<file path="src/rtl/input_debouncer.sv">
// input_debouncer
// Conditions raw push-button / header inputs for the downstream subsystem.
// Each channel is synchronised to clk and then debounced against the shared
// divided enable strobe (tick_en). A channel produces a clean level plus
// registered one-clk rise/fall pulses. Channels are fully independent, and
// every output comes straight from a flop.

module input_debouncer #(
  parameter int NUM_CH       = 2,
  parameter int SYNC_STAGES  = 2,
  parameter int STABLE_TICKS = 4
) (
  input  logic              clk,
  input  logic              rst_n,
  input  logic              tick_en,
  input  logic [NUM_CH-1:0] din,
  output logic [NUM_CH-1:0] dout,
  output logic [NUM_CH-1:0] rise,
  output logic [NUM_CH-1:0] fall
);

  // The counter only has to reach STABLE_TICKS-1, so it never wraps.
  localparam int               CNT_W   = (STABLE_TICKS > 1) ? $clog2(STABLE_TICKS) : 1;
  localparam logic [CNT_W-1:0] CNT_MAX = CNT_W'(STABLE_TICKS - 1);
  localparam logic [CNT_W-1:0] CNT_ONE = CNT_W'(1);
  localparam logic [CNT_W-1:0] CNT_ZERO = CNT_W'(0);

  for (genvar i = 0; i < NUM_CH; i++) begin : g_ch
    logic [SYNC_STAGES-1:0] sync_r;
    logic                   sync_s;
    logic [CNT_W-1:0]       cnt_r;
    logic [CNT_W-1:0]       cnt_nxt_s;
    logic                   dout_r;
    logic                   dout_nxt_s;
    logic                   rise_r;
    logic                   fall_r;

    assign sync_s = sync_r[SYNC_STAGES-1];

    // Synchroniser chain: shift the raw input in. The last stage is the only one used.
    always_ff @(posedge clk or negedge rst_n) begin
      if (!rst_n) begin
        sync_r <= {SYNC_STAGES{1'b0}};
      end else begin
        sync_r <= {sync_r[SYNC_STAGES-2:0], din[i]};
      end
    end

    // Qualification: count tick_en samples of a differing level, and clear on any agreement.
    always_comb begin
      cnt_nxt_s  = cnt_r;
      dout_nxt_s = dout_r;
      if (sync_s == dout_r) begin
        cnt_nxt_s = CNT_ZERO;
      end else if (tick_en && (cnt_r == CNT_MAX)) begin
        dout_nxt_s = sync_s;
        cnt_nxt_s  = CNT_ZERO;
      end else if (tick_en) begin
        cnt_nxt_s = cnt_r + CNT_ONE;
      end else begin
        cnt_nxt_s = cnt_r;
      end
    end

    // State and edge-pulse registers. A pulse is high in the same cycle that dout first shows the new level.
    always_ff @(posedge clk or negedge rst_n) begin
      if (!rst_n) begin
        cnt_r  <= CNT_ZERO;
        dout_r <= 1'b0;
        rise_r <= 1'b0;
        fall_r <= 1'b0;
      end else begin
        cnt_r  <= cnt_nxt_s;
        dout_r <= dout_nxt_s;
        rise_r <= dout_nxt_s & ~dout_r;
        fall_r <= ~dout_nxt_s & dout_r;
      end
    end

    assign dout[i] = dout_r;
    assign rise[i] = rise_r;
    assign fall[i] = fall_r;
  end

endmodule

</file>
<file path="config.mk">
export PLATFORM = sky130hd
export DESIGN_NAME = input_debouncer
export DESIGN_NICKNAME = d
export VERILOG_FILES = /design/src/rtl/input_debouncer.sv
export SDC_FILE = /design/constraint.sdc
export NUM_CORES = 1
export LEC_CHECK = 0
export ABC_AREA = 0
export CAP_MARGIN = 0
export CORE_AREA = 2 2 39 41
export DETAILED_ROUTE_END_ITERATION = 10
export DIE_AREA = 0 0 41 43
export GPL_TIMING_DRIVEN = 0
export PLACE_DENSITY = 0.7
export SYNTH_ARGS = -nofsm -noshare
export SYNTH_HDL_FRONTEND = slang
export SYNTH_SLANG_ARGS = --single-unit
</file>
<file path="constraint.sdc">
create_clock -name clk -period 2.7 [get_ports clk]
set_input_delay 0.405 -clock clk [delete_from_list [all_inputs] [get_ports clk]]
set_output_delay 0.405 -clock clk [all_outputs]
set_load 0.01 [all_outputs]
</file>
==> impl_metrics.toml <==
[route]
first_iter_violations = 1
routed_wl_um = 714
wl_per_cell_um = 9.65
postRouteAntennaNets = 0
via_per_inst = 4.77
dr.pass1.iters = 3
drcViolationCount = 0
via_count = 353

[sta]
max_slew_margin_pct = 61.2
slew_violations = 0
min_period_over_period_pct = 64.5
timing.hold.ws_ps = 355
max_freq_mhz = 574
period_needed_ps = 1740
finalSetupTns_ps = 0
clock_skew_ps = 0.789
setup_viol = 0
hold_violations = 0
rsz0062_at_grt = "no"
max_slew.worst_pin.slew_ps = 580

[worst_setup_path]
end_kind = "output pin"
start_kind = "register"
cp.arrival_ps = 1340
critical_path_class = "register to output pin"
crit_required_ps = 2300
cp_top_family = "buffers and inverters"
cp_cell_sequence = "buf_4 > clkdlybuf4s50_1"
path_buf_inv = 2
max_stage_delay_ps = 520
path_max_fanout = 5
slowest_stage = "clkdlybuf4s50_1"

[clock_tree]
cts-resized-gates = 0
clk_latency_ps = 280
post-cts-setup-buffers = 0
clock_sinks = 14
cts_buffers = 3
cts_max_level = 1
cts_tree = "yes"
path_clk_slew_ps = 80
cts_hold_buf = 0
cts_root_buf = "clkbuf_4"
clock_path_buffers = 2

[floorplanning]
placementRows = 14
start_util_pct = 42.7
die_area_mm2 = 0.00176
core-area_mm2 = 0.00138
fp.dieH_um = 43
die_width_um = 41
num_io_pins = 11

[layout]
diodes = 0
drive_above_1_share_pct = 25.9
syn2layout_area_growth_pct = 24.8
nets = 66
fin_area_um2 = 737

[place]
place_area_um2 = 701
io_buffers = 9
place.gp.congestion = 0.641
dp_hpwl_um = 548

[synthesis]
synth_nets = 52
syn_area_per_cell_um2 = 13.1
syn_area_um2 = 591
ys_types = 12
syn_inst = 45
synth.largest_area_cell = "dfrtp_1"
synthTopCellsByArea = "dfrtp_1 59%, buf_4 8.9%, nor3b_1 5.1%"
synth_top_area_share_pct = 59.3
yosysSeqAreaShare_pct = 59.3
ys_seq_elements = 14
ys_warn_count = 0

[flow_run]
cap_violations = 0

[global_routing]
grtUsageTotal_pct = 11.6
grt_overflow_total = 0
grt_pass1_vias = 323
grt_max_degree = 15
grt_pass1_wl_um = 1240
antenna_found_initial = 0

[run_status]
outcome = "completed"

[power_and_ir_drop]
powerDensity_mw_per_mm2 = 771
ir_drop_mv = 0.366
leakage_nw = 0.334

[min_path]
hold_class = "register to register"
-- through the flow --
step	total power [W]	utilization, %	std cells	setup WS (ps)
3_5_place_dp	0.000426	50.6	70	1260
5_1_grt	0.000606	53.3	74	895
6_report	0.000568	53.3	74	958
3_3_place_gp	0.000419	50.6	70	1270
2_1_floorplan	0.000374	-	45	1580
4_1_cts	0.000578	53.3	74	936
-- worst register-to-register path, delay by kind of cell, from the launching register on --
kind / cells / cell delay (ps)
flip-flops: 1 / 400
AND/OR/NAND/NOR: 1 / 370
adder cells (fa/ha/maj): 1 / 230
AO/OA/AOI/OAI: 1 / 130
-- path summary, 6_finish.rpt --
check	startpoint	end	slack (ps)	cells past startpoint
worst max-delay path	g_ch[1].dout_r	dout[1]	960	2
worst min-delay path	g_ch[0].sync_r[0]	g_ch[0].sync_r[1]	350	0
worst max register to register	g_ch[0].cnt_r[0]	g_ch[0].cnt_r[0]	1510	3
worst min register to register	g_ch[0].sync_r[0]	g_ch[0].sync_r[1]	350	0
max in group asynchronous	rst_n	g_ch[1].dout_r	1840	1
min in group asynchronous	rst_n	g_ch[1].fall_r	490	1
-- synth_stat cells --
| cell | number |
|---|---|
| nor3b_1 | 4 |
| or3b_1 | 2 |
| nand3b_1 | 2 |
| mux2_2 | 2 |
| buf_4 | 7 |
| nand2b_1 | 4 |
| a21oi_2 | 2 |
| xnor2_1 | 2 |
| dfrtp_1 | 14 |
| a21oi_1 | 2 |
| nand2_1 | 2 |
| ha_1 | 2 |
-- layer usage --
| layer | share of wire, % | up-vias | track usage (%) |
|---|---|---|---|
| met3 | 4.2 | 5 | 3.14 |
| met1 | 43 | 168 | 11.9 |
| li1 | - | 172 | - |
| met4 | 5.7 | 0 | 14.0 |
| met2 | 47 | 8 | 16.3 |
| met5 | 0 | - | 0 |
-- report_power, final --
part           internal, W  switching, W  total [W]
Sequential        0.000245     0.0000308   0.000276
Combinational    0.0000886     0.0000538   0.000142
Clock            0.0000821     0.0000673   0.000149
-- flip-flops by register name (all words and copies together), names as in the netlist --
name,cells
g_ch.rise_r,2
g_ch.dout_r,2
g_ch.cnt_r,4
g_ch.sync_r,4
g_ch.fall_r,2
-- cells by family after synthesis --
logic type | Yosys count | share of synthesized area, %
mux | 2 | 3.81
simple gates | 14 | 16.1
flops | 14 | 59.3
buf+inv | 7 | 8.90
xor+xnor | 2 | 2.97
compound gates | 4 | 4.66
fa+ha+maj | 2 | 4.24
-- cells in the final DEF (no fill, tap or decap), drive strengths merged, types with 4 or more instances in the layout --
cell,netlist,routed
buf,7,7
a21oi,4,4
nand2b,4,4
nor3b,4,4
clkdlybuf4s50,0,9
clkbuf,0,4
dfrtp,14,14
-- final cells by class --
cell class              instances  area, um2
plain buffers                   7       52.6
clock buffers                   4       36.3
fillers                       126        647
multi-input cells              24        188
flip-flops and latches         14        350
well taps                      16       20.0
repair buffers                  9       90.1
Note: power is estimated with default switching activity, not from simulation.
